`src/rtl/ifsram_r.sv`:
```
// rtl/ifsram_r.sv - ifmap SRAM reader streaming a fixed run of words to a FIFO-style sink
//
// Purpose:
//   On start_if_read (sampled in IDLE) reads FINAL_RD_NUM consecutive words
//   beginning at START_ADDR and streams them in address order through a
//   write/full_n handshake. A small credit scheme bounds the words in flight
//   plus the words buffered to the 2-entry output FIFO, so no read is ever dropped.
//
// Ports:
//   clk, reset            rising-edge clock, synchronous active-high reset
//   start_if_read         run request from the controller
//   if_read_busy          high while running
//   if_read_done          one-cycle pulse after the last transfer
//   cen_ifsram            SRAM chip enable (active-low)
//   wen_ifsram            SRAM write enable (active-low, tied off to read)
//   addr_ifsram           SRAM read address
//   q_ifsram              SRAM read data, valid one cycle after cen_ifsram=0
//   ifread_data_dout      stream data (head of output FIFO, 0 when empty)
//   ifread_write_dout     stream write strobe
//   ifread_full_n_din     sink not-full; transfer = write & full_n
module ifsram_r #(
    parameter int TBITS        = 64,
    parameter int ADDR_BITS    = 11,
    parameter int FINAL_RD_NUM = 192,
    parameter int START_ADDR   = 0
) (
    input  logic                 clk,
    input  logic                 reset,
    input  logic                 start_if_read,
    output logic                 if_read_busy,
    output logic                 if_read_done,
    output logic                 cen_ifsram,
    output logic                 wen_ifsram,
    output logic [ADDR_BITS-1:0] addr_ifsram,
    input  logic [TBITS-1:0]     q_ifsram,
    output logic [TBITS-1:0]     ifread_data_dout,
    output logic                 ifread_write_dout,
    input  logic                 ifread_full_n_din
);

    typedef enum logic [1:0] {
        S_IDLE = 2'd0,
        S_RUN  = 2'd1,
        S_DONE = 2'd2
    } state_t;

    localparam logic [11:0] NUM_WORDS = 12'(FINAL_RD_NUM);
    localparam logic [11:0] LAST_WORD = 12'(FINAL_RD_NUM - 1);

    state_t                 state_q;
    logic [11:0]            issue_cnt_q;
    logic [11:0]            xfer_cnt_q;
    logic                   inflight_q;   // a read was issued last cycle; q_ifsram is valid now
    logic [1:0]             fill_q;       // output FIFO occupancy (0..2)
    logic                   rd_ptr_q;
    logic                   wr_ptr_q;
    logic [TBITS-1:0]       mem_q [2];
    logic [ADDR_BITS-1:0]   addr_q;

    logic                   run;
    logic                   xfer;
    logic                   issue;
    logic [1:0]             credit;
    logic [ADDR_BITS-1:0]   issue_addr;
    logic [1:0]             fill_d;

    always_comb begin
        run        = (state_q == S_RUN);
        ifread_write_dout = run && (fill_q != 2'd0);
        xfer       = ifread_write_dout && ifread_full_n_din;
        credit     = fill_q + {1'b0, inflight_q};
        // A full credit window may still issue when a word leaves the FIFO this cycle.
        issue      = run && (issue_cnt_q < NUM_WORDS) && ((credit < 2'd2) || xfer);
        // Address arithmetic is done at ADDR_BITS so it wraps modulo the SRAM depth.
        issue_addr = ADDR_BITS'(START_ADDR) + ADDR_BITS'(issue_cnt_q);
        fill_d     = fill_q + {1'b0, inflight_q} - {1'b0, xfer};

        cen_ifsram       = ~issue;
        wen_ifsram       = 1'b1;
        addr_ifsram      = issue ? issue_addr : addr_q;
        ifread_data_dout = (fill_q != 2'd0) ? mem_q[rd_ptr_q] : '0;
        if_read_busy     = run;
        if_read_done     = (state_q == S_DONE);
    end

    always_ff @(posedge clk) begin
        if (reset) begin
            state_q     <= S_IDLE;
            issue_cnt_q <= '0;
            xfer_cnt_q  <= '0;
            inflight_q  <= 1'b0;
            fill_q      <= 2'd0;
            rd_ptr_q    <= 1'b0;
            wr_ptr_q    <= 1'b0;
            addr_q      <= '0;
        end else begin
            inflight_q <= issue;
            fill_q     <= fill_d;
            if (issue) begin
                issue_cnt_q <= issue_cnt_q + 12'd1;
                addr_q      <= issue_addr;
            end
            if (xfer) begin
                xfer_cnt_q <= xfer_cnt_q + 12'd1;
                rd_ptr_q   <= ~rd_ptr_q;
            end
            if (inflight_q) begin
                wr_ptr_q <= ~wr_ptr_q;
            end
            case (state_q)
                S_IDLE: begin
                    if (start_if_read) begin
                        state_q     <= S_RUN;
                        issue_cnt_q <= '0;
                        xfer_cnt_q  <= '0;
                    end
                end
                S_RUN: begin
                    if (xfer && (xfer_cnt_q == LAST_WORD)) begin
                        state_q <= S_DONE;
                    end
                end
                S_DONE:  state_q <= S_IDLE;
                default: state_q <= S_IDLE;
            endcase
        end
    end

    // FIFO storage needs no reset: the head is masked to 0 while empty.
    always_ff @(posedge clk) begin
        if (inflight_q) begin
            mem_q[wr_ptr_q] <= q_ifsram;
        end
    end

endmodule
```
`config.mk`:
```
export PLATFORM = sky130hd
export DESIGN_NAME = ifsram_r
export DESIGN_NICKNAME = d
export VERILOG_FILES = /design/src/rtl/ifsram_r.sv
export SDC_FILE = /design/constraint.sdc
export NUM_CORES = 1
export LEC_CHECK = 0
export ABC_AREA = 0
export BUFFER_PORTS_ARGS = -buffer_cell sky130_fd_sc_hd__buf_2
export CAP_MARGIN = 20
export CELL_PAD_IN_SITES_DETAIL_PLACEMENT = 0
export CELL_PAD_IN_SITES_GLOBAL_PLACEMENT = 1
export CORE_MARGIN = 2
export CORE_UTILIZATION = 47
export DETAILED_ROUTE_END_ITERATION = 7
export HOLD_SLACK_MARGIN = 0.15
export PLACE_DENSITY = 0.87
export SLEW_MARGIN = 20
export SYNTH_ARGS = -nofsm -noshare
export SYNTH_HDL_FRONTEND = slang
export SYNTH_SLANG_ARGS = --single-unit
```
`constraint.sdc`:
```
create_clock -name clk -period 11.8 [get_ports clk]
set_input_delay 1.77 -clock clk [delete_from_list [all_inputs] [get_ports clk]]
set_output_delay 1.77 -clock clk [all_outputs]
set_load 0.01 [all_outputs]
```
== Word level (Yosys, flattened, before mapping) ==
Memories as Yosys holds them, arrays and structs flattened. A register that Yosys moved wholly into a read port is not among the register bits.
Index checks and enable logic that the tools add are counted.

* Memories: 1
* Logic and storage cells: 47
* Bits of input ports: 68
* Output and inout bits: 80
* Register bits: 42
* Bits in writable memories: 128

* Reduce and logical (&&, ||, !) cells: 9
* Mux-type cells: 15
* Add/subtract/negate cells: 4
* Equal/unequal tests: 5
* Bitwise gates (word level): 3
* $lt $le $gt $ge: 2

{| class="wikitable"
|+ Memory list
! name !! words !! bits a word !! rd ports !! clocked after memory_dff !! write ports !! RTL line !! source
|-
| mem_q || 2 || 64 || 1 || 1 || 1 || 57 || <nowiki>logic [TBITS-1:0] mem_q [2];</nowiki>
|}

{| class="wikitable"
|+ Operator list
! kind !! number
|-
| $mux W12 || 6
|-
| $mux W64 || 1
|-
| $add A12 B1 Y12 const B || 2
|-
| $eq A12 B8 Y1 const B || 1
|-
| $lt A12 B8 Y1 const B || 1
|-
| $mux W11 || 1
|-
| $logic_and A1 B1 Y1 || 5
|-
| $mux W1 || 4
|-
| $mux W2 || 2
|-
| $pmux W2 S2 || 1
|-
| $not A1 Y1 || 3
|-
| $add A2 B1 Y2 || 1
|-
| $eq A2 B1 Y1 const B || 1
|-
| $eq A2 B2 Y1 const B || 1
|-
| $logic_not A2 Y1 || 1
|-
| $lt A2 B2 Y1 const B || 1
|-
| $ne A2 B1 Y1 const B || 1
|-
| $ne A2 B2 Y1 const B || 1
|-
| $reduce_and A2 Y1 || 1
|-
| $reduce_bool A2 Y1 || 1
|-
| $sub A2 B1 Y2 || 1
|-
| $logic_or A1 B1 Y1 || 1
|}

== Logic depth before layout (Yosys ltp) ==
* Depth in word-level cells: 8
* Mapped depth: 8
* Mapped depth without buffers: 8

== Least setup slack after synthesis ==
Ideal clock, no wire load.

* Kind: input-to-output
* Start: in ifread_full_n_din
* End: out addr_ifsram[10]
* Data arrival time: 2.663 ns
* Required time: 10.030 ns
* Path slack: 7.367 ns
* Cell stages on the path: 6
* Cells stage by stage: a21oi_1 -> a21o_1 -> buf_2 -> nor2_1 -> inv_1 -> and2_1

* Word-level cells in the longest chain between the ends: 4

{| class="wikitable"
|+ RTL lines
! element !! RTL line !! source
|-
| start, declared || 38 || <nowiki>input logic ifread_full_n_din</nowiki>
|-
| $logic_and A1 B1 Y1 || 70 || <nowiki>xfer = ifread_write_dout && ifread_full_n_din;</nowiki>
|-
| $logic_or A1 B1 Y1 || 73 || <nowiki>issue = run && (issue_cnt_q < NUM_WORDS) && ((credit < 2'd2) || xfer);</nowiki>
|-
| $logic_and A1 B1 Y1 || 73 ||
|-
| $mux W11 || - ||
|-
| end, declared || 34 || <nowiki>output logic [ADDR_BITS-1:0] addr_ifsram,</nowiki>
|}

No other way between the ends.

== Final worst setup path ==
* Start: in ifread_full_n_din
* End: out addr_ifsram[9]

Same word-level chain as after synthesis.

==> run metrics <==
status=complete, no violations; fin crit share=between 40% and 50%; total chip power=about 1.3 mW; total track usage=between 10% and 20%; Hold Path Class=register to register; wire length per cell=between 15 and 20 µm; Levels on crit path=7; gr ovfl total=0; max-cap viol count=0; mux cell area share after synthesis=10.1%; Non-Filler Instances=slightly above 800; hold_buf cts=0; CORE AREA=between 0.01 and 0.015 mm²; vias per std cell=between 5 and 6; final hold vios=0; final instance area=between 0.008 and 0.009 mm²; WL final=roughly 13 mm; Reg2Reg Depth=5; Lkg Pwr=approximately 3.1 nW; largest family of logic cells by synthesized area=simple AND/OR/NAND/NOR gates; top cell type's share of synthesized area=57.6%; Die Width=approximately 120 µm; synth top area cells=edfxtp_1 58%, dfxtp_1 13%, mux2i_1 10%; final setup fails=0; Rel. slew slack=40.2%; Syn Inst Count=485; CP max stage delay=between 0.4 and 0.5 ns; Async SR Flop Fraction=0%; final hold slack=approximately 0.47 ns; post-synthesis sequential area ratio=70.6%; Clock Root Buffer=clkbuf_16; final RePlAce weighted congestion=0.756; Final ANT Viol Nets=0; YS warnings=0; Clock Pin Slew Worst Setup and Hold Paths=~0.060 ns; crit path DAT=roughly 3.2 ns; Distinct cells, synth=39; CP delay by family, top=simple AND/OR/NAND/NOR gates; simple-gate share of the synthesized area=between 10% and 20%; num ports=~150; Iter 0 DRT Violations=~300; number of global-route vias before repair=~4000; Max Buffers Root-to-Sink=2; EDFF count, synth=between 100 and 150; Crit Path Class=primary input to output port; dpl hpwl=about 8.4 mm; worst skew pair latency=around 0.42 ns; die span in y=~120 µm; Fmax=a little over 200 MHz; R2R Path Start=fill_q[1]$_SDFF_PP0_; Synth Area in Adders=less than 1%; CTS tree=yes; area occupied by registers=between 0.004 and 0.005 mm²; Top FF cell, synth=edfxtp_1; CTS buffer count=17; largest net degree at the start of global routing=69; # diodes=0; critical path capture point=addr_ifsram[9]; synthesized area per cell=13.7 µm²; Placed Cells incl. Taps=about 800; PortBufs=~150; maximum vdd drop=~70 µV; reg2reg setup slack=9.77 ns; CP Buf/Inv Count=3; worst-margin pin slew=between 0.8 and 0.9 ns; top cells by count, synth=128 x edfxtp_1, 84 x nor2_1, 67 x mux2i_1, 43 x dfxtp_1, 19 x a21oi_1; Synth Area in Compound Gates=about 3.3%; CP cell instances=buf_2, nor3b_1, a21o_1, nor2_1, inv_1, and2_1, buf_2; Post-DP Area=0.00755 mm²; post-place setup slack=between 6 and 7 ns; Setup TNS=0 ns; Multi-input gate area=about 0.0018 mm²; row count=43; launch point of the worst path=ifread_full_n_din; drt drc=0; layout net count=702; cts repair resizes=0; Worst path slowest cell=a21o_1; beginning of the worst hold path=addr_q[9]$_SDFF_PP0_; most frequent cell after synthesis=edfxtp_1; starting density of the core=a little under 50%; Slew Limit Fails=0; Top cell by count, worst path=buf_2; final worst setup slack=~7 ns; startpoint types=primary input; RSZ-0062 raised after global routing=no; Syn Nets=roughly 560; CTS HTree Levels=4; Post-Syn Area=roughly 0.0067 mm²; layout filler cell count=1140; Die ar.=0.0152 mm²; minimum clock period=between 4 and 5 ns; Data required, critical path=around 10 ns; crit end category=output port; vias=around 4200; Layout Utilization=58.5%; xor and xnor area share after synthesis=between 1 and 1.5%; FF+latch count, synth=~170; reg2reg end=xfer_cnt_q[11]$_SDFF_PP0_; first-pass GRT wire length=a little under 20 mm; synthesis-to-finish area growth=21.7%; Max FO, Critical Path=21; share of layout cells above drive strength 1=between 20% and 30%; Setup Buffers After CTS=0; First-pass DRT Iterations=5; clock skew=between 0.01 and 0.015 ns; post-synth top area cell=edfxtp_1; CTS Sinks=around 170; Pwr per Cell Area=between 150 and 200 mW/mm²; antenna violations before repair=0
==> worst reg2reg max path, stage by stage, from the launching register on <==
cell and delay, ns:
dfxtp_1 0.45, nor2_4 0.06, buf_4 0.33, or3_1 0.55, or4_1 0.42, a21oi_1 0.15
==> routing by layer <==
metal	GRT usage, %	vias to the layer above	wire [µm]
li1	-	2056	-
met1	20.7	2044	5520
met2	29.2	116	6450
met3	4.43	15	762
met4	7.24	0	170
met5	0	-	0
==> layout make-up <==
type / count / area share (%)
tap: 180 / 2.77
sequential: 171 / 58.0
clock inverter: 12 / 1.26
multi-input combinational: 284 / 22.7
inverter: 6 / 0.277
timing repair buffer: 150 / 9.62
clock buffer: 19 / 5.33
==> worst min path at each step <==
stage / endpoint / depth (start not counted)
2_1_floorplan: addr_q[10]$_SDFF_PP0_ / 1
3_3_place_gp: addr_q[8]$_SDFF_PP0_ / 1
3_5_place_dp: addr_q[8]$_SDFF_PP0_ / 1
4_1_cts: addr_q[8]$_SDFF_PP0_ / 1
5_1_grt: addr_q[9]$_SDFF_PP0_ / 1
6_report: addr_q[9]$_SDFF_PP0_ / 1
==> power breakdown <==
part | internal [mW] | switching (mW) | total, mW
combinational | 0.0427 | 0.0705 | 0.113
sequential | 0.664 | 0.00711 | 0.671
clock | 0.287 | 0.217 | 0.504
total | 0.993 | 0.295 | 1.29
==> flip-flops by register name, summed over array words and instances, names as in the netlist, 2 cells and up, named ones only <==
| name | cells |
|---|---|
| addr_q | 11 |
| fill_q | 2 |
| issue_cnt_q | 12 |
| mem_q | 128 |
| state_q | 2 |
| xfer_cnt_q | 12 |
==> placed cells by master, fill, tap and decap left out, drive strengths merged, types with 3 or more instances in the layout <==
master	synthesis	layout
a21oi	19	19
and2	8	8
and3	6	6
buf	15	150
clkbuf	9	19
clkinv	0	7
clkinvlp	0	4
dfxtp	43	43
edfxtp	128	128
ha	4	4
inv	6	6
mux2i	67	67
nand2	13	13
nand3	19	19
nand4	4	4
nor2	84	84
nor3b	5	5
nor4	3	3
o21ai	12	12
o31ai	5	5
or3	6	6
or4	5	5
xnor2	5	5
xor2	6	6
==> cells by family after synthesis <==
group / count (synthesis)
flops: 171
simple gates: 162
mux: 67
compound gates: 39
buf+inv: 30
xor+xnor: 11
fa+ha+maj: 4
other cells: 1
(Power assumes the default switching activity.)
